$ cat config.mk
export PLATFORM = sky130hd
export DESIGN_NAME = pcq_clks_seq_flat
export DESIGN_NICKNAME = d
export VERILOG_FILES = /design/src/rtl/pcq_clks_seq_if.sv /design/src/rtl/pcq_clks_seq.sv /design/src/flat_wrapper.sv
export SDC_FILE = /design/constraint.sdc
export NUM_CORES = 1
export LEC_CHECK = 0
export CAP_MARGIN = 20
export CELL_PAD_IN_SITES_DETAIL_PLACEMENT = 1
export CELL_PAD_IN_SITES_GLOBAL_PLACEMENT = 2
export CORE_ASPECT_RATIO = 0.5
export CORE_MARGIN = 2
export CORE_UTILIZATION = 32
export DETAILED_ROUTE_END_ITERATION = 10
export PLACE_DENSITY = 0.81
export SKIP_CTS_REPAIR_TIMING = 1
export SLEW_MARGIN = 10
export SYNTH_ARGS = -nofsm -noshare
export SYNTH_HDL_FRONTEND = slang
export SYNTH_SLANG_ARGS = --single-unit
export TNS_END_PERCENT = 10
$ cat constraint.sdc
create_clock -name nclk -period 2.5 [get_ports nclk]
set_clock_uncertainty 0.1 [all_clocks]
set_input_delay 0.5 -clock nclk [delete_from_list [all_inputs] [get_ports nclk]]
set_output_delay 0.5 -clock nclk [all_outputs]
set_load 0.02 [all_outputs]
$ cat src/rtl/pcq_clks_seq_if.sv
// Request/status bundle between the clock-control driver and pcq_clks_seq.
// Optional macro: PCQ_CLKS_SEQ_DLY_OVR_EN adds the step-delay override signals.
interface pcq_clks_seq_if #(
    parameter int DLY_WIDTH = 4
);
    logic                 start_req;
    logic                 stop_req;
    logic                 scan_req;
    logic                 fce_req;
    logic                 rg_ck_fast_xstop;
`ifdef PCQ_CLKS_SEQ_DLY_OVR_EN
    logic                 dly_ovr_en;
    logic [DLY_WIDTH-1:0] dly_ovr_val;
`endif
    logic                 ary_nsl_thold_7;
    logic                 func_nsl_thold_7;
    logic                 func_sl_thold_7;
    logic                 rtim_sl_thold_7;
    logic                 sg_7;
    logic                 fce_7;
    logic                 seq_busy;
    logic                 clks_running;
    logic                 seq_done;
    logic                 xstop_seen;

    modport master (
`ifdef PCQ_CLKS_SEQ_DLY_OVR_EN
        output dly_ovr_en,
        output dly_ovr_val,
`endif
        output start_req,
        output stop_req,
        output scan_req,
        output fce_req,
        output rg_ck_fast_xstop,
        input  ary_nsl_thold_7,
        input  func_nsl_thold_7,
        input  func_sl_thold_7,
        input  rtim_sl_thold_7,
        input  sg_7,
        input  fce_7,
        input  seq_busy,
        input  clks_running,
        input  seq_done,
        input  xstop_seen
    );

    modport slave (
`ifdef PCQ_CLKS_SEQ_DLY_OVR_EN
        input  dly_ovr_en,
        input  dly_ovr_val,
`endif
        input  start_req,
        input  stop_req,
        input  scan_req,
        input  fce_req,
        input  rg_ck_fast_xstop,
        output ary_nsl_thold_7,
        output func_nsl_thold_7,
        output func_sl_thold_7,
        output rtim_sl_thold_7,
        output sg_7,
        output fce_7,
        output seq_busy,
        output clks_running,
        output seq_done,
        output xstop_seen
    );
endinterface

$ cat src/rtl/pcq_clks_seq.sv
// Core clock start/stop sequencer driving the level-7 thold/sg/fce controls.
// Tholds drop in order ary_nsl, func_nsl, func_sl, rtim_sl on start and rise
// in reverse on stop, one step every STEP_DLY cycles. A fast checkstop raises
// all tholds at once. Scan gate / force are only passed while stopped.
// Optional macro: PCQ_CLKS_SEQ_DLY_OVR_EN adds a per-step delay override.
module pcq_clks_seq #(
    parameter int STEP_DLY  = 8,
    parameter int DLY_WIDTH = 4
) (
    input  logic              nclk,
    input  logic              nreset,
    pcq_clks_seq_if.slave     bus
);

    typedef enum logic [3:0] {
        ST_STOPPED,
        ST_UP1,
        ST_UP2,
        ST_UP3,
        ST_UP4,
        ST_RUNNING,
        ST_DN1,
        ST_DN2,
        ST_DN3,
        ST_DN4
    } state_t;

    localparam logic [DLY_WIDTH-1:0] DLY_LOAD =
        (STEP_DLY <= 1) ? '0 : DLY_WIDTH'(STEP_DLY - 1);

    state_t               r_state;
    state_t               w_state_nxt;
    logic [DLY_WIDTH-1:0] r_cnt;
    logic [DLY_WIDTH-1:0] w_dly_load;
    logic                 w_step_done;
    logic                 w_start_ok;
    logic                 w_entry;
    logic                 w_done_evt;
    logic                 w_xstop;
    logic [3:0]           w_thold;      // {ary_nsl, func_nsl, func_sl, rtim_sl}

    logic [3:0]           r_thold;
    logic                 r_sg;
    logic                 r_fce;
    logic                 r_busy;
    logic                 r_running;
    logic                 r_done_pend;
    logic                 r_seq_done;
    logic                 r_xstop_seen;

    assign w_xstop     = bus.rg_ck_fast_xstop;
    assign w_step_done = (r_cnt == '0);
    assign w_start_ok  = bus.start_req & ~bus.stop_req & ~bus.scan_req & ~w_xstop;

    // Step delay reload value, optionally overridden at step entry.
    always_comb begin
        w_dly_load = DLY_LOAD;
`ifdef PCQ_CLKS_SEQ_DLY_OVR_EN
        if (bus.dly_ovr_en) begin
            w_dly_load = bus.dly_ovr_val;
        end
`endif
    end

    // Next-state: stop aborts a start by jumping to the DN step that re-raises
    // the most recently dropped thold; checkstop overrides everything.
    always_comb begin
        w_state_nxt = r_state;
        if (w_xstop) begin
            w_state_nxt = ST_STOPPED;
        end else begin
            case (r_state)
                ST_STOPPED: if (w_start_ok)   w_state_nxt = ST_UP1;
                ST_UP1: begin
                    if (bus.stop_req)         w_state_nxt = ST_DN4;
                    else if (w_step_done)     w_state_nxt = ST_UP2;
                end
                ST_UP2: begin
                    if (bus.stop_req)         w_state_nxt = ST_DN3;
                    else if (w_step_done)     w_state_nxt = ST_UP3;
                end
                ST_UP3: begin
                    if (bus.stop_req)         w_state_nxt = ST_DN2;
                    else if (w_step_done)     w_state_nxt = ST_UP4;
                end
                ST_UP4: begin
                    if (bus.stop_req)         w_state_nxt = ST_DN1;
                    else if (w_step_done)     w_state_nxt = ST_RUNNING;
                end
                ST_RUNNING: if (bus.stop_req) w_state_nxt = ST_DN1;
                ST_DN1: if (w_step_done)      w_state_nxt = ST_DN2;
                ST_DN2: if (w_step_done)      w_state_nxt = ST_DN3;
                ST_DN3: if (w_step_done)      w_state_nxt = ST_DN4;
                ST_DN4: if (w_step_done)      w_state_nxt = ST_STOPPED;
                default:                      w_state_nxt = ST_STOPPED;
            endcase
        end
    end

    // Step entry and sequence-completion events derived from the transition.
    always_comb begin
        w_entry    = (w_state_nxt != r_state) &&
                     (w_state_nxt != ST_STOPPED) && (w_state_nxt != ST_RUNNING);
        w_done_evt = ~w_xstop &&
                     (((r_state == ST_UP4) && (w_state_nxt == ST_RUNNING)) ||
                      ((r_state == ST_DN4) && (w_state_nxt == ST_STOPPED)));
    end

    // Thold levels held in each state; applied one cycle after state entry.
    always_comb begin
        w_thold = 4'b1111;
        case (r_state)
            ST_STOPPED: w_thold = 4'b1111;
            ST_UP1:     w_thold = 4'b0111;
            ST_UP2:     w_thold = 4'b0011;
            ST_UP3:     w_thold = 4'b0001;
            ST_UP4:     w_thold = 4'b0000;
            ST_RUNNING: w_thold = 4'b0000;
            ST_DN1:     w_thold = 4'b0001;
            ST_DN2:     w_thold = 4'b0011;
            ST_DN3:     w_thold = 4'b0111;
            ST_DN4:     w_thold = 4'b1111;
            default:    w_thold = 4'b1111;
        endcase
    end

    // State register and step-delay counter.
    always_ff @(posedge nclk or negedge nreset) begin
        if (!nreset) begin
            r_state <= ST_STOPPED;
            r_cnt   <= '0;
        end else begin
            r_state <= w_state_nxt;
            if (w_entry) begin
                r_cnt <= w_dly_load;
            end else if (!w_step_done) begin
                r_cnt <= r_cnt - 1'b1;
            end
        end
    end

    // Registered outputs. clks_running rises one cycle after RUNNING is
    // entered but drops in the same cycle DN1 (or STOPPED) is entered.
    always_ff @(posedge nclk or negedge nreset) begin
        if (!nreset) begin
            r_thold      <= 4'b1111;
            r_sg         <= 1'b0;
            r_fce        <= 1'b0;
            r_busy       <= 1'b0;
            r_running    <= 1'b0;
            r_done_pend  <= 1'b0;
            r_seq_done   <= 1'b0;
            r_xstop_seen <= 1'b0;
        end else begin
            r_thold      <= w_xstop ? 4'b1111 : w_thold;
            r_sg         <= bus.scan_req & (w_state_nxt == ST_STOPPED);
            r_fce        <= r_sg & bus.fce_req & (w_state_nxt == ST_STOPPED);
            r_busy       <= (w_state_nxt != ST_STOPPED) && (w_state_nxt != ST_RUNNING);
            r_running    <= (r_state == ST_RUNNING) && (w_state_nxt == ST_RUNNING);
            r_done_pend  <= w_done_evt;
            r_seq_done   <= r_done_pend & ~w_xstop;
            if (w_xstop) begin
                r_xstop_seen <= 1'b1;
            end else if ((r_state == ST_STOPPED) && w_start_ok) begin
                r_xstop_seen <= 1'b0;
            end
        end
    end

    assign bus.ary_nsl_thold_7  = r_thold[3];
    assign bus.func_nsl_thold_7 = r_thold[2];
    assign bus.func_sl_thold_7  = r_thold[1];
    assign bus.rtim_sl_thold_7  = r_thold[0];
    assign bus.sg_7             = r_sg;
    assign bus.fce_7            = r_fce;
    assign bus.seq_busy         = r_busy;
    assign bus.clks_running     = r_running;
    assign bus.seq_done         = r_seq_done;
    assign bus.xstop_seen       = r_xstop_seen;

endmodule

$ cat src/flat_wrapper.sv
// flat-port wrapper written by rule: the top's interface ports become plain ports
module pcq_clks_seq_flat 
#(
    parameter int STEP_DLY  = 8,
    parameter int DLY_WIDTH = 4
)
  (nclk, nreset, bus_start_req, bus_stop_req, bus_scan_req, bus_fce_req, bus_rg_ck_fast_xstop, bus_ary_nsl_thold_7, bus_func_nsl_thold_7, bus_func_sl_thold_7, bus_rtim_sl_thold_7, bus_sg_7, bus_fce_7, bus_seq_busy, bus_clks_running, bus_seq_done, bus_xstop_seen);
  pcq_clks_seq_if #(.DLY_WIDTH(DLY_WIDTH)) bus_i ();
  input  logic nclk;
  input  logic nreset;
  input wire logic [$bits(bus_i.start_req)-1:0] bus_start_req;
  input wire logic [$bits(bus_i.stop_req)-1:0] bus_stop_req;
  input wire logic [$bits(bus_i.scan_req)-1:0] bus_scan_req;
  input wire logic [$bits(bus_i.fce_req)-1:0] bus_fce_req;
  input wire logic [$bits(bus_i.rg_ck_fast_xstop)-1:0] bus_rg_ck_fast_xstop;
  output wire logic [$bits(bus_i.ary_nsl_thold_7)-1:0] bus_ary_nsl_thold_7;
  output wire logic [$bits(bus_i.func_nsl_thold_7)-1:0] bus_func_nsl_thold_7;
  output wire logic [$bits(bus_i.func_sl_thold_7)-1:0] bus_func_sl_thold_7;
  output wire logic [$bits(bus_i.rtim_sl_thold_7)-1:0] bus_rtim_sl_thold_7;
  output wire logic [$bits(bus_i.sg_7)-1:0] bus_sg_7;
  output wire logic [$bits(bus_i.fce_7)-1:0] bus_fce_7;
  output wire logic [$bits(bus_i.seq_busy)-1:0] bus_seq_busy;
  output wire logic [$bits(bus_i.clks_running)-1:0] bus_clks_running;
  output wire logic [$bits(bus_i.seq_done)-1:0] bus_seq_done;
  output wire logic [$bits(bus_i.xstop_seen)-1:0] bus_xstop_seen;
  assign bus_i.start_req = bus_start_req;
  assign bus_i.stop_req = bus_stop_req;
  assign bus_i.scan_req = bus_scan_req;
  assign bus_i.fce_req = bus_fce_req;
  assign bus_i.rg_ck_fast_xstop = bus_rg_ck_fast_xstop;
  assign bus_ary_nsl_thold_7 = bus_i.ary_nsl_thold_7;
  assign bus_func_nsl_thold_7 = bus_i.func_nsl_thold_7;
  assign bus_func_sl_thold_7 = bus_i.func_sl_thold_7;
  assign bus_rtim_sl_thold_7 = bus_i.rtim_sl_thold_7;
  assign bus_sg_7 = bus_i.sg_7;
  assign bus_fce_7 = bus_i.fce_7;
  assign bus_seq_busy = bus_i.seq_busy;
  assign bus_clks_running = bus_i.clks_running;
  assign bus_seq_done = bus_i.seq_done;
  assign bus_xstop_seen = bus_i.xstop_seen;
  pcq_clks_seq #(.STEP_DLY(STEP_DLY), .DLY_WIDTH(DLY_WIDTH)) u_core (.nclk(nclk), .nreset(nreset), .bus(bus_i));
endmodule
==> results of run 1 <==
==> layer usage <==
| metal | global-route usage (%) | part of all wire (%) | wire length, µm | up-vias |
|---|---|---|---|---|
| met4 | 6.36 | 1.2 | 43 | 0 |
| met2 | 30.4 | 47 | 1710 | 27 |
| met3 | 2.83 | 3.6 | 130 | 4 |
| li1 | - | - | - | 556 |
| met1 | 23.3 | 48 | 1730 | 584 |
| met5 | 0 | 0 | 0 | - |
==> layout make-up <==
class	instances	share of cell area [%]
tap	51	3.98
clock inverter	1	0.312
timing repair buffer	37	19.8
sequential	19	30.0
multi-input combinational	104	42.2
clock buffer	3	2.58
inverter	5	1.17
==> per-stage QoR <==
stage / util [%] / setup slack [ps] / hold slack (ps) / instances / total power [mW]
after floorplan: - / 356 / 104 / 140 / 0.606
after global placement: 43.4 / -31.9 / 352 / 215 / 0.748
after detailed placement: 43.4 / -149 / 358 / 215 / 0.760
after CTS: 44.8 / 4.38 / 389 / 219 / 0.990
after global routing: 45.4 / -8.58 / 416 / 220 / 1.06
final: 45.4 / 81.3 / 380 / 220 / 0.993
==> state kept, by name, summed over array words and instances (netlist names) <==
name / count
u_core.bus.sg_7: 1
u_core.r_state: 4
u_core.bus.fce_7: 1
u_core.r_thold: 4
u_core.bus.xstop_seen: 1
u_core.bus.clks_running: 1
u_core.bus.seq_done: 1
u_core.r_done_pend: 1
u_core.bus.seq_busy: 1
u_core.r_cnt: 4
==> critical path, stage by stage (launching register included) <==
cell	delay, ps
dfrtp_1	340
inv_1	60
ha_1	200
nor3b_2	150
buf_4	170
o21a_1	120
o31a_1	270
buf_4	150
o211a_1	250
or3_4	390
a31oi_2	130
==> cells in the mapped netlist, drive strengths merged, types with 2 or more instances <==
master / number
or2: 3
nand3: 4
and2: 2
or3: 2
nor3: 5
nor3b: 2
nand2b: 4
xnor2: 3
or3b: 2
dfrtp: 15
o311ai: 2
o21ai: 7
and3: 2
clkbuf: 7
dfstp: 4
nor2b: 2
nand2: 11
a31oi: 3
buf: 5
inv: 5
nor2: 15
a21oi: 12
==> power breakdown <==
part,internal (mW),switching (mW),total [mW]
registers,0.352,0.0375,0.390
clock network,0.111,0.115,0.226
logic,0.191,0.186,0.376
==> cells by family (layout without fill, tap and decap cells) <==
family	Yosys count	count (layout)	synth area share [%]
flip-flops	19	19	39.5
adder cells (fa/ha/maj)	1	1	1.03
buffers and inverters	17	46	6.28
AO/OA/AOI/OAI	40	40	23.6
XOR/XNOR	3	3	2.16
AND/OR/NAND/NOR	60	60	27.5
==> worst paths after layout <==
check	slack, ps	start	depth (start not counted)	to
worst min-delay path	380	u_core.r_done_pend	1	u_core.bus.seq_done
worst max register to register	80	u_core.r_cnt[0]	10	u_core.r_cnt[3]
worst min register to register	380	u_core.r_done_pend	1	u_core.bus.seq_done
min in group asynchronous	470	nreset	2	u_core.r_state[1]
max in group asynchronous	1550	nreset	2	u_core.r_thold[1]
worst max-delay path	80	u_core.r_cnt[0]	10	u_core.r_cnt[3]
==> qor.tcl, run 1 <==
set qor(floorplan.io_pins) 17
set qor(critical_path_peak_fanout) 8
set qor(yosys.area.top_type_share_pct) 30.9
set qor(clock_sinks) 19
set qor(path_clk_slew_ps) 80
set qor(design.core.area_um2) 3530
set qor(dpl.hpwl_um) 2610
set qor(edff_count_synth) 0
set qor(synth_area_leaders) {dfrtp_1 (31%), dfstp_2 (8.6%), a21oi_1 (4.9%), nor2_1 (4.6%), nand2_1 (3.4%)}
set qor(overflow) 0
set qor(fin_crit_ps) 2420
set qor(placed_cell_area_um2) 1530
set qor(start_util_pct) 34.5
set qor(static_leakage_nw) 0.689
set qor(htree_levels) 1
set qor(fraction_of_the_cycle_the_final_worst_path_needs_pct) 96.7
set qor(grt_max_degree) 20
set qor(synthDominantAreaCellType) {dfrtp_1}
set qor(ir_drop_worst_case_vdd_mv) 0.174
set qor(timing.max_slew.rel_slack_pct) 66.8
set qor(n_fill_cell) 436
set qor(route.vias.total) 1171
set qor(synth_seq_area_share_pct) 39.5
set qor(antenna_found_initial) 0
set qor(drc) 0
set qor(outcome) {finished, final reports clean}
set qor(hp_class) {reg -> reg}
set qor(dr.pass1.iters) 4
set qor(wl_per_cell_um) 16.4
set qor(grt_first_pass_wirelength_um) 5660
set qor(mostFrequentLayoutCell) {buf_4}
set qor(number_of_rows_created_at_floorplan) 15
set qor(die_height_um) 47.6
set qor(end_kind) {flop}
set qor(synth-seq-cells) 19
set qor(number_of_buffers_created_by_cts) 3
set qor(drt-total-wl_um) 3610
set qor(clock_tree_from_tritoncts) {built}
set qor(share_of_async_settable_or_async_resettable_flops_after_synthesis_pct) 100
set qor(post_synthesis_area_per_instance_um2) 8.69
set qor(layout.area.seq_um2) 480
set qor(grt_pass1_vias) 1139
set qor(place.gp.congestion) 0.770
set qor(commonest_cells_after_routing_fill_and_taps_aside) {buf_4 (21), clkdlybuf4s50_1 (16), nor2_1 (15), dfrtp_1 (15), a21oi_1 (12)}
set qor(tns_setup_ps) 0
set qor(layout_cell_area_excl_fill_um2) 1600
set qor(timing.final.max_slew_violations) 0
set qor(die_w_um) 91.2
set qor(synth_cell_type_count) 52
set qor(timing.critical_path.required_ps) 2590
set qor(syn_inst) 140
set qor(area_growth_syn_to_layout_pct) 31.8
set qor(finalHoldViolations) 0
set qor(cts.root.buffer_cell) {clkbuf_8}
set qor(setup_violations_final) 0
set qor(critical_path_startpoint_category) {flop}
set qor(track_usage_pct) 17.5
set qor(floorplan.die_area_um2) 4340
set qor(multi_input_gate_area_um2) 676
set qor(max_clock_freq_mhz) 413
set qor(cellPowerDensity_nw_per_um2) 619
set qor(ys.warnings.count) 0
set qor(critical_path_class) {reg -> reg}
set qor(ant_nets) 0
set qor(worst_slew_pin_tran_ps) 498
set qor(drtIter0Drc) 72
set qor(number_of_nets_in_the_synthesized_netlist) 148
set qor(cts.path.max_buffers) 2
set qor(maxCapViolCount) 0
set qor(ys_dominant_reg_cell) {dfrtp_1}
set qor(route.detailed.vias_per_inst) 5.32
set qor(latest_clock_arrival_within_the_worst_skew_pair_ps) 270
set qor(syn_area_um2) 1220
set qor(drive_above_1_share_pct) 23.7
set qor(antenna_cells_inserted) 0
set qor(worstPathArrival_ps) 2500
set qor(final_nets) 178
set qor(placement.io_buffers) 16
(Power assumes the default switching activity.)
==> run 2: changes to the inputs <==
Settings changed: GPL_TIMING_DRIVEN set to 0, SKIP_CTS_REPAIR_TIMING 1 to not set.
==> run 2 against run 1 <==
Combinational power is 3% lower. Worst setup slack better by 3.2 ps. Final cell count is 2.7% lower. Sequential cell count stayed put.
==> qor.tcl, run 2 (synthesis results as in run 1) <==
set qor(placed_cells_incl_taps) 207 ;# -3.7%
set qor(critical_path_startpoint_category) {input pin}
set qor(die_height_um) 47.6 ;# unchanged
set qor(place.gp.congestion) 0.813 ;# +5.5%
set qor(design.core.area_um2) 3530 ;# unchanged
set qor(ir_drop_worst_case_vdd_mv) 0.223 ;# +28%
set qor(wl_per_cell_um) 16.8 ;# +2.3%
set qor(finalHoldViolations) 0 ;# unchanged
set qor(floorplan.die_area_um2) 4340 ;# unchanged
set qor(htree_levels) 1 ;# unchanged
set qor(fraction_of_the_cycle_the_final_worst_path_needs_pct) 96.6 ;# -0.13 points
set qor(placement.io_buffers) 16 ;# unchanged
set qor(timing.final.max_slew_violations) 0 ;# unchanged
set qor(holdWs_ps) 405 ;# +25.0 ps
set qor(static_leakage_nw) 0.649 ;# -5.8%
set qor(timing.critical_path.required_ps) 2530 ;# -60 ps
set qor(multi_input_gate_area_um2) 707 ;# +4.6%
set qor(route.vias.total) 1137 ;# -2.9%
set qor(route.detailed.vias_per_inst) 5.31 ;# -0.18%
set qor(timing.max_slew.rel_slack_pct) 43.3 ;# -24 points
set qor(reg2reg_setup_slack_ps) 100 ;# +20 ps
set qor(latest_clock_arrival_within_the_worst_skew_pair_ps) 270 ;# about the same
set qor(dr.pass1.iters) 4 ;# unchanged
set qor(total_power_uw) 977 ;# -1.6%
set qor(n_fill_cell) 428 ;# -1.8%
set qor(min_from) {u_core.r_done_pend}
set qor(outcome) {finished, final reports clean}
set qor(setup_violations_final) 0 ;# unchanged
set qor(min_to) {u_core.bus.seq_done}
set qor(dpl.hpwl_um) 2580 ;# -1.3%
set qor(worst-r2r-cell-count) 8 ;# -2
set qor(fin_crit_ps) 2420 ;# -3.18 ps
set qor(hp_class) {reg -> reg}
set qor(path_clk_slew_ps) 80 ;# about the same
set qor(critical_path_peak_fanout) 4 ;# -4
set qor(dr_wl_met3_um) 109 ;# -16%
set qor(antenna_found_initial) 0 ;# unchanged
set qor(tns_setup_ps) 0 ;# unchanged
set qor(detail_route.wirelength.met1_um) 1920 ;# +11%
set qor(grt_max_degree) 20 ;# unchanged
set qor(drt-total-wl_um) 3600 ;# -0.50%
set qor(startpoint_of_the_worst_slack_reg_to_reg_timing_path) {u_core.r_cnt[0]}
set qor(drive_above_1_share_pct) 19.6 ;# -4.0 points
set qor(grt_pass1_vias) 1108 ;# -2.7%
set qor(antenna_cells_inserted) 0 ;# unchanged
set qor(overflow) 0 ;# unchanged
set qor(met2WireLength_um) 1540 ;# -10%
set qor(commonest_cells_after_routing_fill_and_taps_aside) {nor2_1 (15), clkdlybuf4s50_1 (15), dfrtp_1 (15), a21oi_1 (11), nand2_1 (11)}
set qor(number_of_rows_created_at_floorplan) 15 ;# unchanged
set qor(layout.area.seq_um2) 480 ;# unchanged
set qor(cellPowerDensity_nw_per_um2) 623 ;# +0.59%
set qor(max_clock_freq_mhz) 414 ;# +0.13%
set qor(cts.root.buffer_cell) {clkbuf_8}
set qor(instances_no_fill) 214 ;# -2.7%
set qor(regToRegEndpoint) {u_core.r_cnt[3]}
set qor(final_nets) 172 ;# -3.4%
set qor(worstHoldPathCells) 1 ;# unchanged
set qor(track_usage_pct) 17.5 ;# +0.042 points
set qor(critical_path_class) {in -> reg}
set qor(die_w_um) 91.2 ;# unchanged
set qor(number_of_buffers_created_by_cts) 3 ;# unchanged
set qor(largest_registers) {u_core.r_cnt (4), u_core.r_state (4), u_core.r_thold (4)}
set qor(worst_slew_pin_tran_ps) 848 ;# +351 ps
set qor(clock_sinks) 19 ;# unchanged
set qor(worstPathArrival_ps) 2440 ;# -60 ps
set qor(maxCapViolCount) 0 ;# unchanged
set qor(cts.path.max_buffers) 2 ;# unchanged
set qor(start_util_pct) 34.5 ;# unchanged
set qor(grt_first_pass_wirelength_um) 5730 ;# +1.1%
set qor(ant_nets) 0 ;# unchanged
set qor(clock_tree_from_tritoncts) {built}
set qor(cts.hold.buffers_added) 0
set qor(floorplan.io_pins) 17 ;# unchanged
set qor(highest_layer) {met4}
set qor(drtIter0Drc) 44 ;# -39%
set qor(end_kind) {flop}
set qor(setup.worst_path.start) {bus_stop_req}
set qor(drc) 0 ;# unchanged
set qor(area_growth_syn_to_layout_pct) 28.9
==> run 2: cell type report <==
class	count	area share (%)
multi-input cells	104	45.1
flip-flops and latches	19	30.6
repair buffers	19	11.8
plain buffers	12	4.23
well taps	51	4.07
clock buffers	3	2.63
inverters	5	1.20
clock inverters	1	0.319
==> run 2: routing by layer <==
metal	track usage, %	vias to the layer above
met4	5.45	0
li1	-	549
met1	24.2	569
met2	28.7	14
met5	0	-
met3	3.78	5
==> run 2: through the flow <==
stage                     instance area (µm²)  setup WS, ps  util [%]
final                                    1570          84.5      44.4
after CTS                                1500          5.28      42.4
after global routing                     1570        -0.234      44.4
after detailed placement                 1440          -270      40.8
after floorplan                          1220           356         -
after global placement                   1440          -310      40.8
==> run 2: worst max path at each step <==
stage	endpoint	cells after the start
5_1_grt	u_core.r_done_pend	7
3_5_place_dp	u_core.r_cnt[1]	7
4_1_cts	u_core.r_cnt[1]	7
3_3_place_gp	u_core.r_cnt[1]	7
2_1_floorplan	u_core.r_cnt[3]	9
6_report	u_core.r_cnt[1]	7
==> run 2: power breakdown <==
part / internal [mW] / leakage, nW / switching [mW] / total [mW]
clock network: 0.111 / 0.0255 / 0.113 / 0.224
registers: 0.352 / 0.236 / 0.0367 / 0.389
logic: 0.171 / 0.387 / 0.193 / 0.364
total: 0.634 / 0.649 / 0.342 / 0.977
==> run 2: what timing repair did <==
action                     in CTS  in global routing
gates resized for setup         2                 14
pin swaps                       0                  5
setup buffers                   0                  3
setup endpoints to repair       4                  4
==> run 2: worst max-delay path, stage by stage <==
cell	delay [ps]
clkdlybuf4s50_1	530
or3b_1	400
o311ai_1	140
o31a_1	330
nor4_4	80
o311ai_4	310
o211ai_1	140
==> run 3: changes to the inputs <==
Settings changed: SETUP_SLACK_MARGIN set to 0.2, SKIP_LAST_GASP set to 1.
==> run 3 against run 2 <==
Non-clock buffer count is 4 higher. Worst hold slack better by 0.79 ps. Combinational power is 14% higher. Clock power hardly changed. First-iteration DRC count stayed put. Die area stayed put. Cell area is 4.2% higher. Core utilization is 1.9 points higher. Clock-buffer cell count stayed put. Global-route usage is 0.84 points higher. Sequential power hardly changed. Critical path type unchanged. Largest cell class unchanged.
==> qor.tcl, run 3 (synthesis results as in run 1) <==
set qor(timing.critical_path.required_ps) 2590 ;# +60 ps
set qor(holdWs_ps) 406 ;# +0.795 ps
set qor(rsz0062_at_grt) {yes}
set qor(latest_clock_arrival_within_the_worst_skew_pair_ps) 270 ;# about the same
set qor(layout.area.seq_um2) 480 ;# unchanged
set qor(start_util_pct) 34.5 ;# unchanged
set qor(outcome) {finished, final reports clean}
set qor(htree_levels) 1 ;# unchanged
set qor(setup_slack_ps) 190 ;# +105 ps
set qor(die_height_um) 47.6 ;# unchanged
set qor(dpl_worst_slack_ps) -270 ;# unchanged
set qor(dpl.hpwl_um) 2580 ;# unchanged
set qor(worst-path-buf-inv) 2 ;# +1
set qor(tns_setup_ps) 0 ;# unchanged
set qor(worstSetupEndpoint) {u_core.r_cnt[3]}
set qor(maxCapViolCount) 0 ;# unchanged
set qor(timing.final.max_slew_violations) 0 ;# unchanged
set qor(static_leakage_nw) 0.662 ;# +1.9%
set qor(overflow) 0 ;# unchanged
set qor(instances_no_fill) 218 ;# +1.9%
set qor(placed_cells_incl_taps) 207 ;# unchanged
set qor(total_power_mw) 1.03 ;# +5.6%
set qor(n_fill_cell) 426 ;# -0.47%
set qor(critical_path.top_delay_family) {simple AND/OR/NAND/NOR gates}
set qor(antenna_cells_inserted) 0 ;# unchanged
set qor(cts.path.max_buffers) 2 ;# unchanged
set qor(critical_path.max_stage_delay_ps) 540 ;# about the same
set qor(clock_sinks) 19 ;# unchanged
set qor(path_clk_slew_ps) 80 ;# about the same
set qor(hp_class) {reg -> reg}
set qor(dr.pass1.iters) 4 ;# unchanged
set qor(grt_first_pass_wirelength_um) 5940 ;# +3.7%
set qor(cts.hold.buffers_added) 0 ;# unchanged
set qor(die_w_um) 91.2 ;# unchanged
set qor(place.gp.congestion) 0.813 ;# unchanged
set qor(number_of_rows_created_at_floorplan) 15 ;# unchanged
set qor(worstPathArrival_ps) 2400 ;# -40 ps
set qor(grt_pass1_vias) 1152 ;# +4.0%
set qor(critical_path_class) {in -> reg}
set qor(worst_slew_pin_tran_ps) 855 ;# +6.32 ps
set qor(max_clock_freq_mhz) 433 ;# +4.6%
set qor(path_depth) 8 ;# +1
set qor(fin_crit_ps) 2310 ;# -105 ps
set qor(final_nets) 176 ;# +2.3%
set qor(floorplan.io_pins) 17 ;# unchanged
set qor(wl_per_cell_um) 17.3 ;# +2.7%
set qor(design.core.area_um2) 3530 ;# unchanged
set qor(regToRegEndpoint) {u_core.r_cnt[1]}
set qor(drc) 0 ;# unchanged
set qor(clock_tree_from_tritoncts) {built}
set qor(ant_nets) 0 ;# unchanged
set qor(commonest_cells_after_routing_fill_and_taps_aside) {nor2_1 (15), dfrtp_1 (15), clkdlybuf4s50_1 (12), a21oi_1 (11), nand2_1 (11)}
set qor(route.vias.total) 1173 ;# +3.2%
set qor(drive_above_1_share_pct) 25.1 ;# +5.5 points
set qor(placement.io_buffers) 16 ;# unchanged
set qor(drtIter0Drc) 44 ;# unchanged
set qor(critical_path.slowest_cell) {or4b_4}
set qor(drt-total-wl_um) 3760 ;# +4.6%
set qor(route.detailed.vias_per_inst) 5.38 ;# +1.3%
set qor(path_cells) {dlygate4sd2_1, or4b_4, nor3_4, o31a_1, buf_4, nor4_4, or3_4, a31oi_2}
set qor(grt_max_degree) 20 ;# unchanged
set qor(timing.max_slew.rel_slack_pct) 42.8 ;# -0.42 points
set qor(setup.worst_path.start) {bus_rg_ck_fast_xstop}
set qor(end_kind) {flop}
set qor(multi_input_gate_area_um2) 743 ;# +5.1%
set qor(area_growth_syn_to_layout_pct) 34.4
set qor(fraction_of_the_cycle_the_final_worst_path_needs_pct) 92.4 ;# -4.2 points
set qor(worst-r2r-cell-count) 9 ;# +1
set qor(ir_drop_worst_case_vdd_mv) 0.228 ;# +2.2%
set qor(critical_path_startpoint_category) {input pin}
set qor(number_of_buffers_created_by_cts) 3 ;# unchanged
set qor(track_usage_pct) 18.4 ;# +0.84 points
set qor(finalHoldViolations) 0 ;# unchanged
set qor(cts.root.buffer_cell) {clkbuf_8}
set qor(largest_registers) {u_core.r_cnt (4), u_core.r_state (4), u_core.r_thold (4)}
set qor(startpoint_of_the_worst_slack_reg_to_reg_timing_path) {u_core.r_cnt[1]}
set qor(setup_violations_final) 0 ;# unchanged
set qor(critical_path_peak_fanout) 4 ;# unchanged
set qor(reg2reg_setup_slack_ps) 200 ;# +100 ps
set qor(cellPowerDensity_nw_per_um2) 631 ;# +1.3%
set qor(antenna_found_initial) 0 ;# unchanged
set qor(floorplan.die_area_um2) 4340 ;# unchanged
==> run 3: changes by cell type in the layout (fill, tap and decap cells not counted), sizes merged <==
cell,before,now
dlygate4sd2,0,4
dlymetal6s2s,1,0
buf,8,11
clkbuf,10,11
clkdlybuf4s50,15,12
==> run 3: worst min path at each step <==
stage / from / slack (ps) / endpoint / cells past startpoint
floorplan: nreset / 100 / u_core.bus.clks_running / 0
global placement: u_core.r_done_pend / 350 / u_core.bus.seq_done / 1
detailed placement: u_core.r_done_pend / 390 / u_core.bus.seq_done / 1
CTS: u_core.r_done_pend / 420 / u_core.bus.seq_done / 1
global route: u_core.r_done_pend / 420 / u_core.bus.seq_done / 1
finish: u_core.r_done_pend / 410 / u_core.bus.seq_done / 1
==> run 3: final cells by class <==
cell class / count / share of cell area (%)
Clock inverter: 1 / 0.306
Buffer: 12 / 4.52
Inverter: 5 / 1.15
Sequential cell: 19 / 29.4
Tap cell: 51 / 3.91
Timing Repair Buffer: 23 / 12.7
Multi-Input combinational cell: 104 / 45.5
Clock buffer: 3 / 2.53
==> run 3: per-stage QoR <==
| stage | instance area [µm²] | utilization [%] |
|---|---|---|
| 2_1_floorplan | 1220 | - |
| 3_3_place_gp | 1440 | 40.8 |
| 3_5_place_dp | 1440 | 40.8 |
| 4_1_cts | 1600 | 45.4 |
| 5_1_grt | 1630 | 46.3 |
| 6_report | 1630 | 46.3 |
==> run 3: timing repair <==
action	4_1_cts	5_1_grt
endpoints found under the setup margin	7	9
resized for setup	24	6
endpoints found under the hold margin	0	0
cloned	0	0
pin swaps	7	8
setup buffers	4	3
==> run 3: per-layer routing <==
| metal | global-route usage (%) | routed length [µm] | up-vias |
|---|---|---|---|
| met4 | 5.45 | 38 | 0 |
| met3 | 3.78 | 110 | 5 |
| met5 | 0 | 0 | - |
| met2 | 31.7 | 1700 | 17 |
| met1 | 24.5 | 1920 | 591 |
| li1 | - | - | 560 |
==> run 3: power by group <==
part / internal, mW / total (mW) / switching, mW / leakage [nW]
Sequential: 0.352 / 0.392 / 0.0399 / 0.236
Combinational: 0.204 / 0.414 / 0.210 / 0.400
Clock: 0.111 / 0.225 / 0.113 / 0.0255
Total: 0.668 / 1.03 / 0.363 / 0.662
